--- config.mk ---
export PLATFORM = sky130hd
export DESIGN_NAME = load_store_unit
export DESIGN_NICKNAME = d
export VERILOG_FILES = /design/src/rtl/load_store_unit.sv
export SDC_FILE = /design/constraint.sdc
export NUM_CORES = 1
export LEC_CHECK = 0
export ABC_AREA = 1
export CAP_MARGIN = 20
export CORE_MARGIN = 2
export CORE_UTILIZATION = 35
export CTS_CLUSTER_DIAMETER = 120
export DETAILED_ROUTE_END_ITERATION = 12
export GPL_ROUTABILITY_DRIVEN = 0
export GPL_TIMING_DRIVEN = 0
export SETUP_SLACK_MARGIN = 0.5
export SLEW_MARGIN = 0
export SYNTH_ARGS = -nofsm -noshare
export SYNTH_HDL_FRONTEND = slang
export SYNTH_SLANG_ARGS = --single-unit
--- constraint.sdc ---
create_clock -name clk -period 5.55 [get_ports clk]
set_clock_uncertainty 0.1 [all_clocks]
set_input_delay 0.555 -clock clk [delete_from_list [all_inputs] [get_ports clk]]
set_output_delay 0.555 -clock clk [all_outputs]
set_load 0.02 [all_outputs]
--- src/rtl/load_store_unit.sv ---
// ============================================================================
// load_store_unit : RV32I memory-stage initiator (valid/ready word bus,
//                   byte strobes, load extension, misalign and timeout flags)
// Rev 1.0
// ============================================================================
`default_nettype none

module load_store_unit #(
  parameter int TIMEOUT_CYCLES = 64
) (
  input  logic        clk,
  input  logic        rst_n,
  input  logic        MemReadM,
  input  logic        MemWriteM,
  input  logic [2:0]  Funct3M,
  input  logic [31:0] ALUResultM,
  input  logic [31:0] WriteDataM,
  output logic [31:0] ReadDataM,
  output logic        StallM,
  output logic        MisalignedM,
  output logic        BusErrorM,
  output logic        mem_req_valid,
  input  logic        mem_req_ready,
  output logic        mem_req_we,
  output logic [31:0] mem_req_addr,
  output logic [31:0] mem_req_wdata,
  output logic [3:0]  mem_req_wstrb,
  input  logic        mem_rsp_valid,
  input  logic [31:0] mem_rsp_rdata
);

  typedef enum logic [1:0] {
    S_IDLE = 2'd0,
    S_REQ  = 2'd1,
    S_WAIT = 2'd2,
    S_DONE = 2'd3
  } state_t;

  localparam bit          c_tmo_en   = (TIMEOUT_CYCLES != 0);
  localparam logic [31:0] c_tmo_last = 32'(TIMEOUT_CYCLES - 1);

  state_t      r_state, w_next;
  logic [31:0] r_cnt;
  logic [2:0]  r_f3;
  logic [1:0]  r_off;
  logic        w_access, w_illegal, w_tmo_hit, w_timeout;
  logic [31:0] w_wdata, w_load;
  logic [3:0]  w_wstrb;
  logic [7:0]  w_byte;
  logic [15:0] w_half;

  assign w_access = MemReadM | MemWriteM;

  // Store takes priority when both request lines are set.
  always_comb begin
    w_illegal = 1'b0;
    if (MemWriteM) begin
      if (Funct3M >= 3'b011) w_illegal = 1'b1;
    end else if (Funct3M == 3'b011 || Funct3M == 3'b110 || Funct3M == 3'b111) begin
      w_illegal = 1'b1;
    end
    if (Funct3M[1:0] == 2'b10 && ALUResultM[1:0] != 2'b00) w_illegal = 1'b1;
    if (Funct3M[1:0] == 2'b01 && ALUResultM[0])            w_illegal = 1'b1;
  end

  assign MisalignedM = w_access & w_illegal;
  assign StallM      = w_access & ~MisalignedM & (r_state != S_DONE);

  always_comb begin
    w_wdata = WriteDataM;
    w_wstrb = 4'b1111;
    case (Funct3M[1:0])
      2'b00: begin
        w_wdata = {4{WriteDataM[7:0]}};
        w_wstrb = 4'b0001 << ALUResultM[1:0];
      end
      2'b01: begin
        w_wdata = {2{WriteDataM[15:0]}};
        w_wstrb = ALUResultM[1] ? 4'b1100 : 4'b0011;
      end
      default: ;
    endcase
  end

  always_comb begin
    w_byte = mem_rsp_rdata[7:0];
    case (r_off)
      2'd1:    w_byte = mem_rsp_rdata[15:8];
      2'd2:    w_byte = mem_rsp_rdata[23:16];
      2'd3:    w_byte = mem_rsp_rdata[31:24];
      default: ;
    endcase
    w_half = r_off[1] ? mem_rsp_rdata[31:16] : mem_rsp_rdata[15:0];
    case (r_f3)
      3'b000:  w_load = {{24{w_byte[7]}}, w_byte};
      3'b001:  w_load = {{16{w_half[15]}}, w_half};
      3'b100:  w_load = {24'd0, w_byte};
      3'b101:  w_load = {16'd0, w_half};
      default: w_load = mem_rsp_rdata;
    endcase
  end

  assign w_tmo_hit = c_tmo_en && (r_cnt == c_tmo_last);

  // Completion wins over a timeout landing in the same cycle.
  always_comb begin
    w_next    = r_state;
    w_timeout = 1'b0;
    case (r_state)
      S_IDLE: if (w_access && !w_illegal) w_next = S_REQ;
      S_REQ: begin
        if (mem_req_ready) begin
          w_next = mem_req_we ? S_DONE : S_WAIT;
        end else if (w_tmo_hit) begin
          w_next    = S_DONE;
          w_timeout = 1'b1;
        end
      end
      S_WAIT: begin
        if (mem_rsp_valid) begin
          w_next = S_DONE;
        end else if (w_tmo_hit) begin
          w_next    = S_DONE;
          w_timeout = 1'b1;
        end
      end
      S_DONE:  w_next = S_IDLE;
      default: w_next = S_IDLE;
    endcase
  end

  always_ff @(posedge clk) begin
    if (!rst_n) r_state <= S_IDLE;
    else        r_state <= w_next;
  end

  always_ff @(posedge clk) begin
    if (!rst_n) begin
      r_cnt         <= 32'd0;
      r_f3          <= 3'd0;
      r_off         <= 2'd0;
      ReadDataM     <= 32'd0;
      BusErrorM     <= 1'b0;
      mem_req_valid <= 1'b0;
      mem_req_we    <= 1'b0;
      mem_req_addr  <= 32'd0;
      mem_req_wdata <= 32'd0;
      mem_req_wstrb <= 4'd0;
    end else begin
      case (r_state)
        S_IDLE: begin
          BusErrorM <= 1'b0;
          if (w_next == S_REQ) begin
            r_cnt         <= 32'd0;
            r_f3          <= Funct3M;
            r_off         <= ALUResultM[1:0];
            mem_req_valid <= 1'b1;
            mem_req_we    <= MemWriteM;
            mem_req_addr  <= {ALUResultM[31:2], 2'b00};
            mem_req_wdata <= MemWriteM ? w_wdata : 32'd0;
            mem_req_wstrb <= MemWriteM ? w_wstrb : 4'd0;
          end
        end
        S_REQ, S_WAIT: begin
          r_cnt <= r_cnt + 32'd1;
          if (r_state == S_REQ && mem_req_ready) begin
            mem_req_valid <= 1'b0;
          end else if (r_state == S_WAIT && mem_rsp_valid) begin
            ReadDataM <= w_load;
          end else if (w_timeout) begin
            mem_req_valid <= 1'b0;
            ReadDataM     <= 32'd0;
            BusErrorM     <= 1'b1;
          end
        end
        default: BusErrorM <= 1'b0;
      endcase
    end
  end

endmodule

`default_nettype wire

Word-level counts from Yosys, hierarchy flattened
Index checks and enable logic that the tools add are counted.
{"block": "totals", "register_bits": 140, "out_inout_bits": 105, "wordCells": 94}
{"block": "op_classes", "addsub": 1, "order_cmp": 1, "eq_ne": 20, "n_shift": 1, "n_mux": 32, "bitwise": 7, "n_reduce_logical": 21}
{"cell": "2-to-1 mux 32 bit", "count": 4}
{"cell": "one-hot mux 32 bit (2 select lines)", "count": 2}
{"cell": "one-hot mux 32 bit (4 select lines)", "count": 1}
{"cell": "adder 32 x 1 -> 32 bit (second input constant)", "count": 1}
{"cell": "== test 32 x 6 -> 1 bit (second input constant)", "count": 1}
{"cell": "one-hot mux 8 bit (3 select lines)", "count": 1}
{"cell": "2-to-1 mux 16 bit", "count": 1}
{"cell": "2-to-1 mux 1 bit", "count": 13}
{"cell": "== test 3 bit (second input constant)", "count": 4}
{"cell": "== test 2 bit (second input constant)", "count": 5}
{"cell": "== test 2 x 1 -> 1 bit (second input constant)", "count": 4}
{"cell": "2-to-1 mux 2 bit", "count": 4}
{"cell": "2-to-1 mux 4 bit", "count": 2}
{"cell": "one-hot mux 2 bit (4 select lines)", "count": 1}
{"cell": "one-hot mux 4 bit (2 select lines)", "count": 1}
{"cell": "!= test 3 bit (second input constant)", "count": 2}
{"cell": "AND reduction 2 bit", "count": 3}
{"cell": "AND reduction 3 bit", "count": 2}
{"cell": "nonzero test 2 bit", "count": 3}
{"cell": "logical AND 1 bit", "count": 5}
{"cell": "logical NOT 2 bit", "count": 2}
{"cell": "!= test 2 bit (second input constant)", "count": 2}
{"cell": "one-hot mux 1 bit (2 select lines)", "count": 2}
{"cell": "AND reduction 4 bit", "count": 1}
{"cell": "11 further kinds", "count": 16}

Depth between registers and ports, before layout
{"block": "depth", "word_depth": 14, "ltp_mapped": 16, "depth_no_buf": 14}

Worst setup path after synthesis
No wires, ideal clock.
{"block": "synth_path", "path_kind": "register to register", "from": "reg r_state[1]", "to": "reg ReadDataM[6]", "setup_time_ps": 116, "t_arrival_ps": 1953, "required_ps": 5334, "slack_ps": 3381, "stages_incl_launch_ff": 11, "n_path_buf": 1, "synth_period_minus_slack_ps": 2169, "path_cell_list": "dfxtp_1 > inv_1 > ha_1 > inv_1 > a211oi_1 > nand4_1 > nand2_1 > clkinv_1 > clkbuf_1 > nor2_1 > nor2_1"}
{"block": "synth_via", "elab_chain_cells": 4}
{"element": "start: declaration", "line_no": "42", "text": "state_t r_state, w_next;"}
{"element": "start signal: assignment", "line_no": "134", "text": "else r_state <= w_next;"}
{"element": "== test 2 bit or == test 2 x 1 -> 1 bit (tied branches)"}
{"element": "one-hot mux 1 bit (2 select lines), or another cell as far along", "line_no": "109", "text": "case (r_state)"}
{"element": "nonzero test 2 bit (no line) or inverter 1 bit (tied branches)"}
{"element": "AND reduction 3 bit (no line)"}
{"element": "end signal: assignment", "line_no": "169", "text": "ReadDataM <= w_load;"}
{"element": "end: declaration", "line_no": "18", "text": "output logic [31:0] ReadDataM,"}
Several ways; a longest one is shown, not always the timed one.
A chain may end at the register's enable or synchronous reset.

Worst setup path in the final report
{"block": "layout_path", "from": "in Funct3M[0]", "to": "out StallM"}
{"block": "layout_via", "elab_chain_cells": 11}
{"element": "start: declaration", "line_no": "15", "text": "input logic [2:0] Funct3M,"}
{"element": "parallel branches: the longest is 6 deep, another holds >= comparator 3 x 2 -> 1 bit"}
{"element": "2-to-1 mux 1 bit (*)", "line_no": "63", "text": "if (Funct3M[1:0] == 2'b01 && ALUResultM[0]) w_illegal = 1'b1;"}
{"element": "AND 1 bit (*)", "line_no": "66", "text": "assign MisalignedM = w_access & w_illegal;"}
{"element": "inverter 1 bit (*)", "line_no": "67", "text": "assign StallM = w_access & ~MisalignedM & (r_state != S_DONE);"}
{"element": "AND 1 bit (*) (2 in a row)", "line_no": "67"}
{"element": "end: declaration", "line_no": "19", "text": "output logic StallM,"}
Mark *: on every way between the ends.

==> impl_metrics.tcl <==
set metrics [dict create \
    intPower_w 0.00220 \
    peakVddDrop_mv 0.235 \
    dr.max_layer_used "met4" \
    ys_seq_area_frac 0.395 \
    crit_type "input port to output port" \
    drt-vias-per-instance 4.86 \
    ctsRootBufferMaster "clkbuf_16" \
    die_width_um 146 \
    hold_path.class "flip-flop to flip-flop" \
    leakagePower_nw 3.95 \
    tightest_slew_ns 0.579 \
    fp-row-count 52 \
    synth-async-reset-ratio 0 \
    status "completed" \
    post-route-period-util 0.575 \
    wl_met2_mm 10.5 \
    vias 7796 \
    crit_required_ns 4.89 \
    cts_tree "yes" \
    seqPwrFrac 0.350 \
    first_iter_violations 399 \
    fin_setup_tns_ns 0 \
    htree_levels 4 \
    power_w 0.00350 \
    worstSetupEndpointType "output port" \
    wl_met1_mm 11.2 \
    synth_top_cell_by_area "dfxtp_1" \
    place_hpwl_mm 18.8 \
    wl_met3_mm 2.24 \
    synth_ff_type "dfxtp_1" \
    drv_cap 0 \
    cts_buffer_depth 2 \
    gr-total-overflow 0 \
    portBuffers 206 \
    arrival_ns 2.54 \
    grt_first_pass_wirelength_mm 38.7 \
    cts_buffers 17 \
    die-area_um2 21400 \
    hold_viol 0 \
    slew_viol_final 0 \
    powerDensity_nw_per_um2 347 \
    core_area_um2 20000 \
    route.detailed.drc 0 \
    cts_hold_buf 0 \
    place_area_um2 9500 \
    design_area_um2 10100 \
    drtAntennaViolNets 0 \
    swShare 0.371 \
    p_clk_frac 0.328 \
    rsz0062_at_grt "no" \
    clock_latency_ns 0.43 \
    post_cts_resized 0 \
    layoutNonFillerInstCount 1603 \
    avgRoutedWirePerCell_um 15.3 \
    setup_viol 0 \
    syn_area_per_cell_um2 6.49 \
    clock_sinks 140 \
    grt_usage 0.227 \
    netlist_area_um2 7100 \
    yosys_warnings 0 \
    dp.cells 1571 \
    antenna_found_initial 0 \
    multi_input_area_um2 3680 \
    synth_cell_type_count 39 \
    regArea_um2 2800 \
    clock.fmax_mhz 313 \
    synth_cells 1094 \
    crit_path_start_kind "input port" \
    synth_top_area_share 0.395 \
    num_antenna_cells 0 \
    area_growth_pct 42.1 \
    drive_gt1_frac 0.0525 \
    wirelength_mm 24.5 \
    relSlewSlack 0.613 \
    fin_crit_ns 3.19 \
    synth_edf_count 0 \
    chipHeight_um 146 \
    postCtsSetupRepairBufs 0 \
    path_clk_slew_ns 0.06 \
    num-fill-cells 2115 \
    cp_max_fo 4 \
    ys_seq_elements 140 \
    final_nets 1431 \
    initial_core_util 0.354 \
    grt_max_degree 17 \
    switchingPower_w 0.00130 \
    ios 210 \
    synthTopCellsByArea "dfxtp_1, nand2_1, a21oi_1" \
    grt_pass1_vias 7277 \
    dr.pass1.iters 5 \
    share_comb_of_total_power 0.322 \
]
==> area by class of cell <==
| cell class | count | share of cell area |
|---|---|---|
| multi-input cells | 807 | 0.365 |
| flip-flops and latches | 140 | 0.278 |
| repair buffers | 206 | 0.204 |
| clock buffers | 18 | 0.0435 |
| inverters | 91 | 0.0339 |
| well taps | 270 | 0.0335 |
| plain buffers | 57 | 0.0275 |
| clock inverters | 14 | 0.0146 |
==> cell usage after synthesis (3+ instances only) <==
library cell	number
inv_1	87
nor2_1	130
o211a_1	3
dfxtp_1	140
buf_4	9
or2_2	12
a211oi_1	5
a21oi_1	129
buf_2	6
nand2_1	351
nand4_1	30
buf_6	3
clkbuf_1	37
nor3_1	8
xor2_1	3
nand3_1	40
o22ai_1	10
ha_1	6
nor4_1	3
o21ai_0	50
o211ai_1	10
==> final timing paths <==
check	from	endpoint	slack [ns]	depth (start not counted)
worst min-delay path	mem_req_wstrb[0]$_SDFFE_PN0P_	mem_req_wstrb[0]$_SDFFE_PN0P_	0.36	2
worst min register to register	mem_req_wstrb[0]$_SDFFE_PN0P_	mem_req_wstrb[0]$_SDFFE_PN0P_	0.36	2
worst max-delay path	Funct3M[0]	StallM	2.36	7
worst max register to register	r_state[1]$_SDFF_PN0_	ReadDataM[6]$_SDFFE_PN0P_	2.65	10
==> per-layer routing <==
metal	vias to the layer above	GRT usage
li1	4006	-
met1	3484	0.300
met2	268	0.345
met3	38	0.0800
met4	0	0.0743
met5	-	0
==> power by group through the flow <==
| stage | combinational, W | clock (W) | sequential [W] |
|---|---|---|---|
| final | 0.00113 | 0.00115 | 0.00122 |
| after global routing | 0.00125 | 0.00121 | 0.00124 |
| after CTS | 0.00112 | 0.00116 | 0.00122 |
| after detailed placement | 0.00112 | 0 | 0.00124 |
| after global placement | 0.00112 | 0 | 0.00124 |
| after floorplan | 0.000628 | 0 | 0.00130 |
==> state kept, by name (all words and copies together) (netlist names) <==
name / count
BusErrorM: 1
mem_req_addr: 30
mem_req_wdata: 32
r_off: 2
mem_req_we: 1
r_state: 2
r_cnt: 32
ReadDataM: 32
mem_req_valid: 1
mem_req_wstrb: 4
r_f3: 3
==> worst max-delay path, stage by stage <==
cell             delay (ns)
clkdlybuf4s50_1        0.52
inv_1                  0.12
nand2_1                0.07
o31ai_1                0.24
nand3_1                0.22
nor2_1                 0.15
clkdlybuf4s50_1        0.66
==> kinds of logic after synthesis <==
| logic type | after synthesis | synth area share |
|---|---|---|
| simple gates | 580 | 0.337 |
| compound gates | 216 | 0.166 |
| buf+inv | 148 | 0.0872 |
| flops | 140 | 0.395 |
| fa+ha+maj | 6 | 0.0106 |
| xor+xnor | 3 | 0.00370 |
| other cells | 1 | 0.000528 |
==> through the flow <==
step	hold slack [ns]	setup WS (ns)	utilization
2_1_floorplan	0.343	3.38	-
3_3_place_gp	0.351	2.37	0.474
3_5_place_dp	0.354	2.34	0.474
4_1_cts	0.364	2.35	0.504
5_1_grt	0.381	2.21	0.504
6_report	0.363	2.36	0.504
==> cell usage in the layout, fill, tap and decap left out, types with 10 or more instances in the layout <==
master,Yosys,layout
o211ai_1,10,10
inv_1,87,87
nand3_1,40,40
a21oi_1,129,129
dfxtp_1,140,140
clkbuf_1,37,37
nor2_1,130,130
clkdlybuf4s50_1,0,206
o21ai_0,50,50
o22ai_1,10,10
or2_2,12,12
clkbuf_16,0,17
nand4_1,30,30
nand2_1,351,351
(Power assumes the default switching activity.)
